<file path="config.mk">
export PLATFORM = sky130hd
export DESIGN_NAME = scanout_reader
export DESIGN_NICKNAME = d
export VERILOG_FILES = /design/src/rtl/typhoon_pkg.sv /design/src/rtl/scanout_fifo.sv /design/src/rtl/scanout_reader.sv
export SDC_FILE = /design/constraint.sdc
export NUM_CORES = 1
export LEC_CHECK = 0
export ABC_AREA = 1
export CAP_MARGIN = 15
export CORE_MARGIN = 10
export CORE_UTILIZATION = 43
export DETAILED_ROUTE_END_ITERATION = 12
export PLACE_DENSITY = 0.73
export SYNTH_ARGS = -nofsm -noshare
export SYNTH_HDL_FRONTEND = slang
export SYNTH_SLANG_ARGS = --single-unit
</file>
<file path="constraint.sdc">
create_clock -name BOARD_CLK -period 2.3 [get_ports BOARD_CLK]
set_input_delay 0.575 -clock BOARD_CLK [delete_from_list [all_inputs] [get_ports BOARD_CLK]]
set_output_delay 0.575 -clock BOARD_CLK [all_outputs]
set_load 0.01 [all_outputs]
</file>
<file path="src/rtl/typhoon_pkg.sv">
// rtl/typhoon_pkg.sv - shared framebuffer geometry, address packing, colour expansion, scan-out states
package typhoon_pkg;

  localparam int DEF_H_ACTIVE = 640;
  localparam int DEF_V_ACTIVE = 480;
  localparam int DEF_V_TOTAL  = 525;

  typedef enum logic [2:0] {IDLE, FETCH, WAIT, DRAIN, DONE} scanout_state_t;

  // What the colour outputs show after the most recent pixel strobe.
  typedef enum logic [1:0] {PIX_BLANK, PIX_FIFO, PIX_UNDERRUN} pix_sel_t;

  // Framebuffer word address; the writer uses the same packing.
  function automatic logic [19:0] fb_addr(input logic buf_sel, input logic [8:0] y,
                                          input logic [9:0] x);
    return {buf_sel, y, x};
  endfunction

  function automatic logic [23:0] rgb565_expand(input logic [15:0] p);
    return {p[15:11], p[15:13], p[10:5], p[10:9], p[4:0], p[4:2]};
  endfunction

endpackage

</file>
<file path="src/rtl/scanout_fifo.sv">
// rtl/scanout_fifo.sv - prefetch FIFO with flush, occupancy count and registered read data
module scanout_fifo #(
  parameter int FIFO_DEPTH = 16,
  parameter int WIDTH      = 16
) (
  input  logic                          clk_i,
  input  logic                          rst_ni,
  input  logic                          push_i,
  input  logic                          pop_i,
  input  logic                          flush_i,
  input  logic [WIDTH-1:0]              wdata_i,
  output logic [WIDTH-1:0]              rdata_o,
  output logic [$clog2(FIFO_DEPTH):0]   count_o
);

  localparam int AW = $clog2(FIFO_DEPTH);
  localparam int CW = AW + 1;

  logic [WIDTH-1:0] mem_q [FIFO_DEPTH];
  logic [AW-1:0]    wr_ptr_q, rd_ptr_q;
  logic [CW-1:0]    count_q;
  logic [WIDTH-1:0] rdata_q;
  logic             do_push, do_pop;

  // A flush discards anything pushed or popped in the same cycle.
  assign do_pop  = pop_i && (count_q != '0) && !flush_i;
  assign do_push = push_i && !flush_i && ((count_q != CW'(FIFO_DEPTH)) || do_pop);

  always_ff @(posedge clk_i or negedge rst_ni) begin
    if (!rst_ni) begin
      wr_ptr_q <= '0;
      rd_ptr_q <= '0;
      count_q  <= '0;
      rdata_q  <= '0;
    end else if (flush_i) begin
      wr_ptr_q <= '0;
      rd_ptr_q <= '0;
      count_q  <= '0;
    end else begin
      if (do_push) wr_ptr_q <= wr_ptr_q + AW'(1);
      if (do_pop) begin
        rd_ptr_q <= rd_ptr_q + AW'(1);
        rdata_q  <= mem_q[rd_ptr_q];
      end
      if (do_push && !do_pop)      count_q <= count_q + CW'(1);
      else if (do_pop && !do_push) count_q <= count_q - CW'(1);
    end
  end

  always_ff @(posedge clk_i) begin
    if (do_push) mem_q[wr_ptr_q] <= wdata_i;
  end

  assign rdata_o = rdata_q;
  assign count_o = count_q;

endmodule

</file>
<file path="src/rtl/scanout_reader.sv">
// rtl/scanout_reader.sv - front-buffer prefetch from SRAM and VGA pixel output per pixel strobe
module scanout_reader
  import typhoon_pkg::*;
#(
  parameter int          H_ACTIVE       = DEF_H_ACTIVE,
  parameter int          V_ACTIVE       = DEF_V_ACTIVE,
  parameter int          V_TOTAL        = DEF_V_TOTAL,
  parameter int          FIFO_DEPTH     = 16,
  parameter logic [15:0] UNDERRUN_COLOR = 16'hF81F
) (
  input  logic        BOARD_CLK,
  input  logic        Reset_N,
  input  logic        pixelStrobe,
  input  logic [9:0]  VGA_SCAN_X,
  input  logic [9:0]  VGA_SCAN_Y,
  input  logic        doubleBuffer,
  output logic        queueRead,
  output logic [19:0] framebufferAddress,
  input  logic        DataReady,
  input  logic [15:0] DataFromSRAM,
  output logic [7:0]  VGA_R,
  output logic [7:0]  VGA_G,
  output logic [7:0]  VGA_B,
  output logic        underrun,
  output logic        frontBuffer
);

  localparam int CW = $clog2(FIFO_DEPTH) + 1;

  scanout_state_t state_q, state_d;
  pix_sel_t       pix_sel_q, pix_sel_d;
  logic [9:0]     fx_q, fx_d, fy_q, fy_d;
  logic [19:0]    addr_q, addr_d;
  logic           front_q, front_d, req_q, req_d, underrun_q, underrun_d;
  logic           frame_start, in_active, last_px, push, pop;
  logic [CW-1:0]  fifo_count;
  logic [15:0]    fifo_rdata, pix_word;

  assign frame_start = (VGA_SCAN_Y == 10'(V_TOTAL - 1)) && (VGA_SCAN_X == '0);
  assign in_active   = (VGA_SCAN_X < 10'(H_ACTIVE)) && (VGA_SCAN_Y < 10'(V_ACTIVE));
  assign last_px     = (fx_q == 10'(H_ACTIVE - 1)) && (fy_q == 10'(V_ACTIVE - 1));

  always_comb begin
    state_d    = state_q;
    pix_sel_d  = pix_sel_q;
    fx_d       = fx_q;
    fy_d       = fy_q;
    addr_d     = addr_q;
    front_d    = front_q;
    req_d      = req_q;
    underrun_d = underrun_q;
    push       = 1'b0;
    pop        = 1'b0;

    if (frame_start) begin
      front_d    = ~doubleBuffer;
      fx_d       = '0;
      fy_d       = '0;
      underrun_d = 1'b0;
    end

    unique case (state_q)
      IDLE:  if (frame_start) state_d = FETCH;
      FETCH: begin
        if (!frame_start && (fifo_count != CW'(FIFO_DEPTH))) begin
          req_d   = 1'b1;
          addr_d  = fb_addr(front_q, fy_q[8:0], fx_q);
          state_d = WAIT;
        end
      end
      WAIT: begin
        // A read in flight across a frame boundary belongs to the old frame.
        if (frame_start) begin
          if (DataReady) begin
            req_d   = 1'b0;
            state_d = FETCH;
          end else begin
            state_d = DRAIN;
          end
        end else if (DataReady) begin
          push  = 1'b1;
          req_d = 1'b0;
          if (fx_q == 10'(H_ACTIVE - 1)) begin
            fx_d = '0;
            fy_d = fy_q + 10'd1;
          end else begin
            fx_d = fx_q + 10'd1;
          end
          state_d = last_px ? DONE : FETCH;
        end
      end
      DRAIN: begin
        if (DataReady) begin
          req_d   = 1'b0;
          state_d = FETCH;
        end
      end
      DONE:    if (frame_start) state_d = FETCH;
      default: state_d = IDLE;
    endcase

    if (pixelStrobe) begin
      if (!in_active) begin
        pix_sel_d = PIX_BLANK;
      end else if (fifo_count == '0) begin
        pix_sel_d  = PIX_UNDERRUN;
        underrun_d = 1'b1;
      end else begin
        pop       = 1'b1;
        pix_sel_d = PIX_FIFO;
      end
    end
  end

  always_ff @(posedge BOARD_CLK or negedge Reset_N) begin
    if (!Reset_N) begin
      state_q    <= IDLE;
      pix_sel_q  <= PIX_BLANK;
      fx_q       <= '0;
      fy_q       <= '0;
      addr_q     <= '0;
      front_q    <= 1'b0;
      req_q      <= 1'b0;
      underrun_q <= 1'b0;
    end else begin
      state_q    <= state_d;
      pix_sel_q  <= pix_sel_d;
      fx_q       <= fx_d;
      fy_q       <= fy_d;
      addr_q     <= addr_d;
      front_q    <= front_d;
      req_q      <= req_d;
      underrun_q <= underrun_d;
    end
  end

  scanout_fifo #(.FIFO_DEPTH(FIFO_DEPTH), .WIDTH(16)) u_fifo (
    .clk_i   (BOARD_CLK),
    .rst_ni  (Reset_N),
    .push_i  (push),
    .pop_i   (pop),
    .flush_i (frame_start),
    .wdata_i (DataFromSRAM),
    .rdata_o (fifo_rdata),
    .count_o (fifo_count)
  );

  always_comb begin
    pix_word = 16'h0000;
    if (pix_sel_q == PIX_FIFO)          pix_word = fifo_rdata;
    else if (pix_sel_q == PIX_UNDERRUN) pix_word = UNDERRUN_COLOR;
  end

  assign {VGA_R, VGA_G, VGA_B} = rgb565_expand(pix_word);
  assign queueRead          = req_q;
  assign framebufferAddress = addr_q;
  assign underrun           = underrun_q;
  assign frontBuffer        = front_q;

endmodule

</file>
======== After elaboration in Yosys (flattened, before gate mapping) ========
Memory sizes are Yosys's and may differ from the RTL's. A register that Yosys moved wholly into a read port is not among the register bits.
Cells that the tools add are included.
storage, ports and cells
  output and inout port bits .............. 47
  memories kept ........................... 1
  register bits after elaboration ......... 61
  ROM bits ................................ 0
  latch bits .............................. 0
  bits of input ports ..................... 41
  RAM bits ................................ 256
memories
  memory        words  width  read ports  clocked after Yosys merged registers in  write ports  RTL line            source
  u_fifo.mem_q  16     16     1           1                                        1            scanout_fifo.sv:19  logic [WIDTH-1:0] mem_q [FIFO_DEPTH];
operators by class
  muxes and demuxes ....................... 44
  div/mod/pow operators ................... 0
  $add $sub $neg .......................... 6
  shift operators ......................... 0
  bitwise operators ....................... 2
  $lt $le $gt $ge ......................... 2
  reductions and logical operators ........ 29
  equality and inequality tests ........... 15
  $mul .................................... 0
operators with widths
  kind                     number
  $mux W10                 10
  $mux W16                 2
  $add A10 B1 Y10 const B  2
  $eq A10 B10 Y1 const B   2
  $mux W3                  6
  $mux W4                  4
  $mux W5                  3
  $mux W1                  14
  $pmux W3 S4              1
  $eq A10 B9 Y1 const B    1
  $logic_and A1 B1 Y1      10
  $logic_not A10 Y1        1
  $lt A10 B10 Y1 const B   1
  $lt A10 B9 Y1 const B    1
  $add A4 B1 Y4 const B    2
  $eq A3 B2 Y1 const B     2
  $mux W2                  3
  $reduce_bool A2 Y1       3
  $add A5 B1 Y5 const B    1
  $logic_not A5 Y1         1
  $ne A5 B5 Y1 const B     1
  $reduce_bool A5 Y1       1
  $sub A5 B1 Y5 const B    1
  $logic_not A1 Y1         4
  16 further kinds         21

======== Logic depth before layout (Yosys ltp) ========
  word-level depth ........................ 13
  gate-level depth with buffers ........... 16

======== Modules after synthesis ========
Synthesis repeated with hierarchy kept, for this count alone.
unflattened totals
  cell total of the unflattened synthesis .. 1585
  area, all modules ....................... 15132.0 um^2
modules (own cells, without submodules)
  module          instances  sequential area each (um^2)  area each (um^2)  cells an instance
  scanout_fifo    1          8413.1                       12221.7           1188
  scanout_reader  1          1201.2                       2910.3            397

======== Worst setup path before layout ========
Ideal clock, no wire load.
  path kind ............................... in2reg
  from .................................... in VGA_SCAN_X[7]
  to ...................................... mem u_fifo.mem_q[0][0] (enable)
  data arrival time ....................... 2128 ps
  data required time ...................... 1912 ps
  setup time .............................. 388 ps
  setup slack ............................. -217 ps
  path buffers ............................ 0
  stages on the path ...................... 7
  cell sequence ........................... nor2_1 > nor2_1 > nor2_1 > nand2_2 > a21oi_4 > nand2_1 > nor2_1
between the ends
  word-level cells in the longest chain between the ends .. 10
  elaborated cells on any way between the ends .. 16
  classes of those cells .................. 1 x order compare; 6 x mux; 9 x reduce/logical
RTL lines
  element                            RTL line               source
  start: declaration                 scanout_reader.sv:14   input logic [9:0] VGA_SCAN_X,
  $lt A10 B10 Y1                     scanout_reader.sv:40   assign in_active = (VGA_SCAN_X < 10'(H_ACTIVE)) && (VGA_SCAN_Y < 10'(V_ACTIVE));
  $logic_and A1 B1 Y1                scanout_reader.sv:40
  $mux W1                            scanout_reader.sv:103  if (!in_active) begin
  $mux W1                            scanout_reader.sv:102  if (pixelStrobe) begin
  $logic_and A1 B1 Y1 (2 in a row)   scanout_fifo.sv:26     assign do_pop = pop_i && (count_q != '0) && !flush_i;
  $logic_or A1 B1 Y1                 scanout_fifo.sv:27     assign do_push = push_i && !flush_i && ((count_q != CW'(FIFO_DEPTH)) || do_pop);
  $logic_and A1 B1 Y1 (*)            scanout_fifo.sv:27
  $mux W1 (*)                        scanout_fifo.sv:51     if (do_push) mem_q[wr_ptr_q] <= wdata_i;
  $mux W1 (not written as such) (*)  scanout_fifo.sv:51
  end: declaration                   scanout_fifo.sv:19
Every way passes the cells marked *; elsewhere a longest branch is shown, timed or not.

======== Final worst setup path ========
  from .................................... reg u_fifo.count_q[2], in the netlist u_fifo.count_o[2]
  to ...................................... reg u_fifo.count_q[4], in the netlist u_fifo.count_o[4]
between the ends
  word-level cells in the longest chain between the ends .. 11
  elaborated cells on any way between the ends .. 20
  classes of those cells .................. 2 x add/sub; 1 x eq/ne; 6 x mux; 11 x reduce/logical
RTL lines
  element                                                         RTL line                                source
  start: declaration                                              scanout_fifo.sv:21                      logic [CW-1:0] count_q;
  start signal: assignment                                        scanout_fifo.sv:45                      if (do_push && !do_pop) count_q <= count_q + CW'(1);
  start signal: assignment                                        scanout_fifo.sv:46                      else if (do_pop && !do_push) count_q <= count_q - CW'(1);
  $logic_not A5 Y1                                                scanout_reader.sv:105                   end else if (fifo_count == '0) begin
  $mux W1                                                         scanout_reader.sv:105
  $mux W1                                                         scanout_reader.sv:103
  $mux W1                                                         scanout_reader.sv:102
  $logic_and A1 B1 Y1 (2 in a row)                                scanout_fifo.sv:26
  $logic_or A1 B1 Y1                                              scanout_fifo.sv:27
  $logic_and A1 B1 Y1                                             scanout_fifo.sv:27
  $logic_and A1 B1 Y1 / $logic_not A1 Y1 (equally long branches)  scanout_fifo.sv:45, scanout_fifo.sv:46
  $mux W5 / $logic_and A1 B1 Y1 (equally long branches)           scanout_fifo.sv:45, scanout_fifo.sv:46
  $mux W5 / $reduce_bool A3 Y1 (equally long branches)            n/a
Parallel ways exist; a longest one is shown, timed or not. The select of a mux whose other input is x is not followed.
A chain may end at the register's enable or synchronous reset.

==> metrics.md <==
| Metric | Value |
|---|---|
| Non-filler cells, final | 1872 |
| Top FF cell, synth | edfxtp_1 |
| Async SR Flop Fraction | 0.231 |
| NumNets Final | ~1.5k |
| RSZ-0062 raised after global routing | yes |
| Final period utilization | 0.989 |
| Rows | 66 |
| Global-route wire length before repair | approximately 54000 um |
| Maximum clock path buffer count | 3 |
| Overall Global Routing Usage | 0.166 |
| Status | finished with violations |
| Mapped Area | 0.0141 mm^2 |
| Yosys cell types | 43 |
| Fin util | 0.533 |
| Die Y | between 200 and 250 um |
| Crit-path max FO | 4 |
| Peak supply drop | 555 uV |
| # clock sinks | 333 |
| Max Freq | 440 MHz |
| Post-Place Cell Area | 0.0161 mm^2 |
| Area grow syn2layout | 22.9% |
| Net Count, Synth | 1304 |
| DRT antenna net count | 0 |
| Total congestion overflow | 0 |
| Antenna violations before repair | 1 |
| Slew Limit Headroom | 0.498 |
| Synth cell count leaders | nor2_1, edfxtp_1, o21ai_0, nand2_1, dfrtp_1 |
| Violated checks | negative hold slack |
| Slew Limit Fails | 0 |
| Multi-input gate area | 0.00398 mm^2 |
| Syn Inst Count | 1251 |
| WHS | -0.00742 ns |
| CTS Buf Count | 35 |
| Post-synth EDFFs | 256 |
| Drt initial violations | ~1000 |
| Leading area contributor after synthesis | edfxtp_1 |
| Hold-fix buffer count after cts | 0 |
| CTS tree | built |
| Final setup viols | 0 |
| Most frequent cell after synthesis | nor2_1 |
| Max Cap Violations | 0 |
| Drt drc | 0 |
| H-tree depth | 2 |
| Fill count | approximately 2.6k |
| Largest cells by area after synthesis | edfxtp_1, dfrtp_1, nor2_1 |
| Final worst slack | 0.0250 ns |
| Root buffer cell | clkbuf_16 |
| Die Wd | 201 um |
| Place WS | -0.521 ns |
| Die area | 0.0404 mm^2 |
| Syn_area_per_cell | 11.3 um^2 |
| Routed length per instance | 18.5 um |
| Crit path DAT | 2.69 ns |
| Vias in the first global route | 9930 |
| Worst setup SP type | register |
| Hold Fails Final Rpt | 12 |
| Fraction of layout cells with a size suffix above 1 | 0.150 |
| Initial Util | 0.434 |
| Worst Path Class, Setup | reg -> reg |
| Critical Path RT | between 2 and 3 ns |
| Fin area | 0.0173 mm^2 |
| Register area share after synthesis | 0.683 |
| Ports | 88 |
| Via Count | 9992 |
| Leak | 0.00650 uW |
| IO Port Bufs | between 80 and 90 |
| Largest net degree at the start of global routing | 64 |
| Worst skew pair latency | 0.54 ns |
| Clk pin slew, worst setup/hold paths | 0.06 ns |
| Synth Register Bits | about 330 |
| Top-area cell type share of the netlist area | 0.546 |
| Routed vias/inst | 5.34 |
| Drt pass-1 iters | 5 |
| Clock Skews | 0.0301 ns |
| Core area | roughly 0.032 mm^2 |
| Placed wire-length estimate | 23400 um |
| Final WL | 34700 um |
| Gpl congestion | 0.862 |
| Pwr dens | 1010 mW/mm^2 |
| Least-Margin Pin Slew | ~0.75 ns |
| Synth Warn # | 0 |
| Dpl cells | 1803 |
| Min cycle time layout | 2.27 ns |
| FF/Latch Area | 0.00962 mm^2 |
| Crit end category | register |
| HP Class | in -> async |
==> per-layer routing <==
metal / up-vias / global-route usage / wire (um)
met2: 356 / 0.281 / 16900
met3: 76 / 0.0344 / 2400
met1: 4849 / 0.206 / 14400
met5: - / 0 / 0
li1: 4711 / - / -
met4: 0 / 0.0584 / 1040
==> sequential cells by signal, indices dropped and copies added (netlist names) <==
signal	count
state_q	3
u_fifo.count_o	5
u_fifo.wr_ptr_q	4
underrun	1
queueRead	1
u_fifo.mem_q	256
framebufferAddress	20
fy_q	10
u_fifo.rdata_o	16
u_fifo.rd_ptr_q	4
fx_q	10
frontBuffer	1
pix_sel_q	2
==> power breakdown <==
part           total, uW  switching, uW  internal [uW]
combinational       5110           3290           1820
sequential          7000            274           6730
clock               5360           2290           3060
total              17500           5860          11600
==> critical path: stages (launching register included) <==
cell and delay, ns:
dfrtp_1 0.39, nor2_2 0.18, nand3_2 0.10, nand2_1 0.08
inv_1 0.05, nand2_2 0.06, nand4_1 0.22, buf_4 0.23
fa_2 0.37, nand3_2 0.08, nand2_1 0.06, nand2_1 0.06
nand2_1 0.07, nand4_1 0.07, nand2_1 0.06, nand2_1 0.06
nand2_1 0.04
==> stage by stage <==
step | setup TNS [ns] | total power, uW
finish | 0 | 17500
global route | -0.330 | 18300
CTS | 0 | 17400
detailed placement | -131.98 | 12200
global placement | -126.73 | 12000
floorplan | -41.57 | 10200
==> kinds of logic (layout without fill, tap and decap cells) <==
| family | count (synthesis) | after routing | synth area share |
|---|---|---|---|
| adder cells (fa/ha/maj) | 12 | 12 | 0.0112 |
| buffers and inverters | 134 | 312 | 0.0421 |
| other | 0 | 1 | 0 |
| XOR/XNOR | 6 | 6 | 0.00373 |
| multiplexers | 2 | 2 | 0.00160 |
| AO/OA/AOI/OAI | 274 | 274 | 0.112 |
| AND/OR/NAND/NOR | 490 | 490 | 0.146 |
| flip-flops | 333 | 333 | 0.683 |
==> what timing repair did <==
action,4_1_cts,5_1_grt
gates resized for setup,34,40
pin swaps,0,10
endpoints found under the hold margin,0,0
endpoints found under the setup margin,37,278
setup buffers,1,4
==> path summary, 6_finish.rpt <==
path,start,to,slack [ns],cells past startpoint
max reg2reg,u_fifo.count_o[2]$_DFFE_PN0P_,u_fifo.count_o[4]$_DFFE_PN0P_,0.03,16
max in group asynchronous,Reset_N,u_fifo.rdata_o[3]$_DFFE_PN0P_,1.73,2
max,u_fifo.count_o[2]$_DFFE_PN0P_,u_fifo.count_o[4]$_DFFE_PN0P_,0.03,16
min reg2reg,framebufferAddress[17]$_DFFE_PN0P_,framebufferAddress[17]$_DFFE_PN0P_,0.48,2
min in group BOARD_CLK,framebufferAddress[17]$_DFFE_PN0P_,framebufferAddress[17]$_DFFE_PN0P_,0.48,2
min,Reset_N,fx_q[4]$_DFF_PN0_,-0.007,1
==> cells in the final DEF, fill, tap and decap left out, types with 4 or more instances in the layout <==
master,Yosys,routed
clkbuf_1,40,11
clkinv_2,0,6
inv_1,55,54
clkdlybuf4s50_1,0,53
xor2_1,4,4
edfxtp_1,256,256
o211ai_1,64,64
nor2_2,0,27
ha_1,11,10
clkbuf_16,0,35
clkinv_1,2,4
dlymetal6s2s_1,0,9
buf_12,1,15
buf_4,14,85
o21ai_1,4,4
clkdlybuf4s15_1,0,14
nand2_1,117,113
a21oi_1,19,18
a31oi_1,18,18
nand4_1,9,9
nor3_1,15,15
nand3_1,58,56
dfrtp_1,77,75
nor2_1,271,244
nand2_2,5,9
o21ai_0,161,161
dlygate4sd2_1,0,8
==> cell type report <==
| cell class | instances | share of cell area |
|---|---|---|
| clock buffers | 49 | 0.0554 |
| clock inverters | 14 | 0.00788 |
| multi-input cells | 784 | 0.230 |
| flip-flops and latches | 333 | 0.556 |
| well taps | 442 | 0.0320 |
| inverters | 61 | 0.0134 |
| diodes | 1 | 0.000145 |
| repair buffers | 188 | 0.105 |
(Power assumes the default switching activity.)
